[config.mk]
export PLATFORM = sky130hd
export DESIGN_NAME = exec_unit_mc
export DESIGN_NICKNAME = d
export VERILOG_FILES = /design/src/rtl/exec_unit_mc.sv
export SDC_FILE = /design/constraint.sdc
export NUM_CORES = 2
export LEC_CHECK = 0
export CAP_MARGIN = 20
export CORE_MARGIN = 10
export CORE_UTILIZATION = 55
export CTS_BUF_LIST = sky130_fd_sc_hd__clkbuf_8
export CTS_CLUSTER_SIZE = 25
export DETAILED_ROUTE_END_ITERATION = 7
export PLACE_DENSITY = 0.72
export SLEW_MARGIN = 20
export SYNTH_ARGS = -nofsm -noshare
export SYNTH_HDL_FRONTEND = slang
export SYNTH_SLANG_ARGS = --single-unit
export TNS_END_PERCENT = 100
[constraint.sdc]
create_clock -name clk -period 30.4 [get_ports clk]
set_input_delay 6.08 -clock clk [delete_from_list [all_inputs] [get_ports clk]]
set_output_delay 6.08 -clock clk [all_outputs]
set_load 0.03 [all_outputs]
[src/rtl/exec_unit_mc.sv]
// Multi-cycle EX-stage execute unit: registered ALU, pipelined multiplier and
// iterative restoring divider behind a valid/ready handshake.
module exec_unit_mc #(
    parameter int WIDTH      = 32,
    parameter int MUL_STAGES = 2
) (
    input  logic             clk,
    input  logic             rst,
    input  logic             flush,
    input  logic             in_valid,
    output logic             in_ready,
    input  logic [1:0]       unit_sel,
    input  logic [3:0]       acl,
    input  logic [WIDTH-1:0] a,
    input  logic [WIDTH-1:0] b,
    output logic [WIDTH-1:0] result,
    output logic             zero,
    output logic             out_valid,
    output logic             busy
);
    localparam int SHW     = $clog2(WIDTH);
    localparam int CNT_MAX = (WIDTH > MUL_STAGES) ? WIDTH : MUL_STAGES;
    localparam int CW      = $clog2(CNT_MAX + 1);

    typedef enum logic [2:0] {
        S_IDLE,
        S_ALU_WB,
        S_MUL_RUN,
        S_DIV_RUN,
        S_DIV_FIX,
        S_WB
    } state_t;

    state_t             state_q, state_d;
    logic [CW-1:0]      cnt_q, cnt_d;
    logic [WIDTH-1:0]   a_q, a_d, b_q, b_d;
    logic [3:0]         acl_q, acl_d;
    logic [1:0]         unit_q, unit_d;
    logic               corner_q, corner_d;
    logic [WIDTH-1:0]   rem_q, rem_d, quo_q, quo_d, dres_q, dres_d;
    logic [WIDTH-1:0]   result_q, result_d;
    logic               zero_q, zero_d, out_valid_q, out_valid_d;
    logic [2*WIDTH-1:0] prod_q [MUL_STAGES];
    logic [2*WIDTH-1:0] prod_d [MUL_STAGES];

    logic [WIDTH-1:0]   alu_res, mul_res, wb_res;
    logic [SHW-1:0]     shamt;
    logic               mul_a_sgn, mul_b_sgn;
    logic [2*WIDTH-1:0] a_ext, b_ext, prod_full;
    logic               div_sgn_in, div_zero_in, div_ovf_in, div_sgn_q, q_neg, r_neg;
    logic [WIDTH-1:0]   a_mag_in, b_mag, q_fix, r_fix;
    logic [WIDTH:0]     trial, diff;

    // ALU, evaluated from the latched operands during ALU_WB
    always_comb begin
        alu_res = '0;
        shamt   = b_q[SHW-1:0];
        if (unit_q == 2'd3) begin
            alu_res = a_q + b_q;
        end else begin
            case (acl_q)
                4'b0000: alu_res = a_q & b_q;
                4'b0001: alu_res = a_q | b_q;
                4'b0010: alu_res = a_q + b_q;
                4'b0110: alu_res = a_q - b_q;
                4'b1000: alu_res = a_q ^ b_q;
                4'b0111: alu_res = {{(WIDTH-1){1'b0}}, $signed(a_q) < $signed(b_q)};
                4'b1100: alu_res = {{(WIDTH-1){1'b0}}, a_q < b_q};
                4'b1001: alu_res = a_q << shamt;
                4'b1010: alu_res = a_q >> shamt;
                4'b1011: alu_res = $signed(a_q) >>> shamt;
                default: alu_res = '0;
            endcase
        end
    end

    // Multiplier: operands are sign- or zero-extended to 2*WIDTH, so one
    // modular product serves every signedness combination.
    always_comb begin
        mul_a_sgn = (acl_q[1:0] != 2'b11);
        mul_b_sgn = ~acl_q[1];
        a_ext     = {{WIDTH{mul_a_sgn & a_q[WIDTH-1]}}, a_q};
        b_ext     = {{WIDTH{mul_b_sgn & b_q[WIDTH-1]}}, b_q};
        prod_full = a_ext * b_ext;
        prod_d[0] = prod_full;
        for (int i = 1; i < MUL_STAGES; i++) begin
            prod_d[i] = prod_q[i-1];
        end
        mul_res = (acl_q[1:0] == 2'b00) ? prod_q[MUL_STAGES-1][WIDTH-1:0]
                                        : prod_q[MUL_STAGES-1][2*WIDTH-1:WIDTH];
    end

    // Divider operand conditioning, corner detection and sign fix-up
    always_comb begin
        div_sgn_in  = ~acl[0];
        a_mag_in    = (div_sgn_in & a[WIDTH-1]) ? -a : a;
        div_zero_in = (b == '0);
        div_ovf_in  = div_sgn_in && (a == {1'b1, {(WIDTH-1){1'b0}}}) && (&b);
        div_sgn_q   = ~acl_q[0];
        b_mag       = (div_sgn_q & b_q[WIDTH-1]) ? -b_q : b_q;
        q_neg       = div_sgn_q & (a_q[WIDTH-1] ^ b_q[WIDTH-1]);
        r_neg       = div_sgn_q & a_q[WIDTH-1];
        q_fix       = q_neg ? -quo_q : quo_q;
        r_fix       = r_neg ? -rem_q : rem_q;
        trial       = {rem_q, quo_q[WIDTH-1]};
        diff        = trial - {1'b0, b_mag};
    end

    always_comb begin
        state_d     = state_q;
        cnt_d       = cnt_q;
        a_d         = a_q;
        b_d         = b_q;
        acl_d       = acl_q;
        unit_d      = unit_q;
        corner_d    = corner_q;
        rem_d       = rem_q;
        quo_d       = quo_q;
        dres_d      = dres_q;
        result_d    = result_q;
        zero_d      = zero_q;
        out_valid_d = 1'b0;
        wb_res      = (unit_q == 2'd1) ? mul_res : dres_q;
        case (state_q)
            S_IDLE: begin
                if (in_valid) begin
                    a_d    = a;
                    b_d    = b;
                    acl_d  = acl;
                    unit_d = unit_sel;
                    case (unit_sel)
                        2'd1: begin
                            state_d = S_MUL_RUN;
                            cnt_d   = CW'(MUL_STAGES - 1);
                        end
                        2'd2: begin
                            corner_d = div_zero_in | div_ovf_in;
                            rem_d    = '0;
                            quo_d    = a_mag_in;
                            cnt_d    = CW'(WIDTH);
                            if (div_zero_in | div_ovf_in) state_d = S_DIV_FIX;
                            else                          state_d = S_DIV_RUN;
                        end
                        default: state_d = S_ALU_WB;
                    endcase
                end
            end
            S_ALU_WB: begin
                result_d    = alu_res;
                zero_d      = (alu_res == '0);
                out_valid_d = 1'b1;
                state_d     = S_IDLE;
            end
            S_MUL_RUN: begin
                if (cnt_q == '0) state_d = S_WB;
                else             cnt_d   = cnt_q - CW'(1);
            end
            S_DIV_RUN: begin
                // One restoring step: keep the trial difference when it does not borrow
                if (!diff[WIDTH]) begin
                    rem_d = diff[WIDTH-1:0];
                    quo_d = {quo_q[WIDTH-2:0], 1'b1};
                end else begin
                    rem_d = trial[WIDTH-1:0];
                    quo_d = {quo_q[WIDTH-2:0], 1'b0};
                end
                cnt_d = cnt_q - CW'(1);
                if (cnt_q == CW'(1)) state_d = S_DIV_FIX;
            end
            S_DIV_FIX: begin
                if (corner_q) begin
                    if (b_q == '0) dres_d = acl_q[1] ? a_q : '1;
                    else           dres_d = acl_q[1] ? '0 : a_q;
                end else begin
                    dres_d = acl_q[1] ? r_fix : q_fix;
                end
                state_d = S_WB;
            end
            S_WB: begin
                result_d    = wb_res;
                zero_d      = (wb_res == '0);
                out_valid_d = 1'b1;
                state_d     = S_IDLE;
            end
            default: state_d = S_IDLE;
        endcase
        if (flush) begin
            state_d     = S_IDLE;
            out_valid_d = 1'b0;
            result_d    = result_q;
            zero_d      = zero_q;
        end
    end

    always_ff @(posedge clk or posedge rst) begin
        if (rst) begin
            state_q     <= S_IDLE;
            cnt_q       <= '0;
            a_q         <= '0;
            b_q         <= '0;
            acl_q       <= '0;
            unit_q      <= '0;
            corner_q    <= 1'b0;
            rem_q       <= '0;
            quo_q       <= '0;
            dres_q      <= '0;
            result_q    <= '0;
            zero_q      <= 1'b1;
            out_valid_q <= 1'b0;
            for (int i = 0; i < MUL_STAGES; i++) prod_q[i] <= '0;
        end else begin
            state_q     <= state_d;
            cnt_q       <= cnt_d;
            a_q         <= a_d;
            b_q         <= b_d;
            acl_q       <= acl_d;
            unit_q      <= unit_d;
            corner_q    <= corner_d;
            rem_q       <= rem_d;
            quo_q       <= quo_d;
            dres_q      <= dres_d;
            result_q    <= result_d;
            zero_q      <= zero_d;
            out_valid_q <= out_valid_d;
            for (int i = 0; i < MUL_STAGES; i++) prod_q[i] <= prod_d[i];
        end
    end

    assign in_ready  = (state_q == S_IDLE);
    assign busy      = ~in_ready;
    assign result    = result_q;
    assign zero      = zero_q;
    assign out_valid = out_valid_q;
endmodule

==> flow_summary.yaml <==
status:
  status: "finished clean"
setup_path:
  cp-end-kind: "flop"
  start_kind: "flop"
  worst-path-max-fanout: 32
  cp_top_family: "adder cells"
  slowest_delay_ps: 810
  cp.required_ps: 31070
  arrival_ps: 10740
  cpMostUsedCell: "fa_1"
  crit_buf_inv: 6
  worstSetupPathType: "reg2reg"
  crit_slowest_cell: "inv_1"
route:
  drc: 0
  vias_per_cell: 6.55
  detail-route-antenna-nets: 0
  drt-total-wl_mm: 283
  num_vias: 57970
  wire_per_inst_microns: 32.0
  initialDrtViolationCount: 8205
  dr.pass1.iters: 6
synth:
  syn_nets: 8949
  yosys_warnings: 0
  synth-async-reset-ratio_pct: 100
  synth_flop_cell: "dfrtp_1"
  synth_cells: 7398
  synth-seq-cells: 338
  synthTopCellsByArea: "fa_1 35%, dfrtp_1 13%, inv_1 7.2%, ha_1 6.8%, nand2_1 6.1%"
  yosysSeqAreaShare_pct: 13.3
  yosysUniqueCellTypes: 110
  syn_area_sq_um: 63800
  synth_edf_count: 0
  yosysTopAreaCell: "fa_1"
  synth_area_per_cell_sq_um: 8.63
  yosys.area.top_type_share_pct: 35.4
placed_design:
  portBuffers: 109
  hpwl_mm: 211
  place_area_sq_um: 66200
  gp_congestion: 1.07
clock_network:
  post_cts_resized: 0
  cts.htree.levels: 2
  clock_path_buffers: 3
  clkTransAtPathRegs_ps: 80
  cts_root_buf: "clkbuf_8"
  clkSinkCount: 338
  cts_setup_buffers: 0
  cts_buffers: 58
  ctsHoldBuffers: 0
  cts_tree: "yes"
  clk_latency_ps: 800
die:
  die_width_microns: 361
  dieArea_sq_um: 130000
  core_sq_um: 115000
  die_h_microns: 361
  start_util_pct: 55.6
  rows: 124
  num_io_pins: 110
worst_hold_path:
  min_path_type: "reg2reg"
timing:
  finalCritPeriodShare_pct: 33.1
  grt_setup_unrepaired: "no"
  tightest_slew_ps: 1290
  timing.fmax_mhz: 99.3
  finClkSkew_ps: 72.1
  maxSlewHeadroom_pct: 13.8
  fin_tns_setup_ps: 0
  hold-worst-slack_ps: 322
  final_max_slew_viol_count: 0
  period_minus_slack_ps: 10070
  setup_viol: 0
  finalHoldViolCount: 0
layout:
  layout_commonest_cell: "inv_1"
  fin_nets: 8826
  drive_above_1_share_pct: 5.80
  synthToLayoutAreaGrowth_pct: 5.85
  final_area_sq_um: 67500
  layout_common_cells: "1228 x inv_1, 1128 x fa_1, 1030 x nand2_1, 722 x nor2_1, 349 x ha_1"
  utilization_pct: 58.8
global_routing:
  grt_start_max_net_pins: 92
  grt_use_met3_pct: 19.3
  grt_overflow: 0
  grt_util_met1_pct: 53.2
  grt_pass1_wl_mm: 408
  grt_pass1_vias: 58290
  busiest_layer: "met2"
  use_met2_pct: 60.1
  grt_usage_pct: 43.1
  antenna_found_initial: 25
run:
  max_cap_violations: 0
==> metrics by stage <==
stage | cells | worst slack [ps]
3_3_place_gp | 8723 | 19910
3_5_place_dp | 8723 | 20500
2_1_floorplan | 7398 | 14960
6_report | 8850 | 20330
4_1_cts | 8831 | 20460
5_1_grt | 8836 | 19820
==> kinds of logic after synthesis <==
kind of cell | share of synthesized area [%]
DFF | 13.3
AOI/OAI and AO/OA | 13.0
xor gates and xnor gates | 3.24
muxes | 3.10
buffers and inverters | 10.3
and+or+nand+nor | 14.8
adders and majority gates | 42.2
==> cells in the mapped netlist, types with 9 or more instances <==
| cell type | number |
|---|---|
| a211o_1 | 41 |
| a211oi_1 | 37 |
| a21o_1 | 83 |
| a21oi_1 | 341 |
| a221oi_1 | 36 |
| a22oi_1 | 19 |
| a311oi_1 | 9 |
| a31oi_1 | 68 |
| and2_1 | 33 |
| and3_1 | 33 |
| buf_1 | 84 |
| buf_2 | 25 |
| clkbuf_1 | 331 |
| clkbuf_8 | 11 |
| clkinv_1 | 25 |
| dfrtp_1 | 337 |
| fa_1 | 1128 |
| ha_1 | 349 |
| inv_1 | 1216 |
| mux2_2 | 22 |
| mux2i_1 | 65 |
| mux4_2 | 48 |
| nand2_1 | 1031 |
| nand2b_1 | 56 |
| nand3_1 | 46 |
| nand3b_1 | 10 |
| nand4_1 | 37 |
| nor2_1 | 724 |
| nor2b_1 | 24 |
| nor3_1 | 79 |
| nor3b_1 | 16 |
| nor4_1 | 46 |
| o211ai_1 | 69 |
| o21a_1 | 16 |
| o21ai_0 | 305 |
| o21ai_1 | 48 |
| o21bai_1 | 16 |
| o221ai_1 | 15 |
| o22ai_1 | 22 |
| o31ai_1 | 36 |
| o41ai_1 | 14 |
| or2_2 | 9 |
| or3_1 | 18 |
| xnor2_1 | 159 |
| xor2_1 | 77 |
==> final cells by class <==
| type | instances | area [sq um] |
|---|---|---|
| antenna | 15 | 37.5 |
| clock buffer | 67 | 922 |
| clock inverter | 41 | 302 |
| fill | 10293 | 47300 |
| inverter | 1243 | 4680 |
| multi-input combinational | 5357 | 48900 |
| sequential | 338 | 8480 |
| tap | 1512 | 1890 |
| timing repair buffer | 277 | 2370 |
==> registers in the layout, indices dropped and copies added (netlist names), 3 cells and up <==
signal,count
dres_q,32
prod_q,64
quo_q,32
prod_d,64
b_q,32
state_q,3
a_q,32
result,32
rem_q,32
acl_q,4
cnt_q,6
==> worst paths after layout <==
check / from / depth (start not counted) / slack [ps] / to
worst max-delay path: a_q[18] / 28 / 20330 / prod_d[61]
worst min register to register: prod_d[38] / 0 / 320 / prod_q[38]
worst max register to register: a_q[18] / 28 / 20330 / prod_d[61]
max in group asynchronous: rst / 4 / 22210 / acl_q[1]
min in group asynchronous: rst / 2 / 5750 / quo_q[10]
worst min-delay path: prod_d[38] / 0 / 320 / prod_q[38]
==> per-layer routing <==
metal	wire length, microns	vias up	share of wire [%]
met5	114	-	0.040
met4	25400	16	9.0
met3	45700	1260	16
met2	113000	4650	40
met1	98400	28722	35
li1	-	23322	-
Power is left out: the tool's default activity adds up to more than one toggle a clock period on the data nets, which glitch-free logic cannot reach.
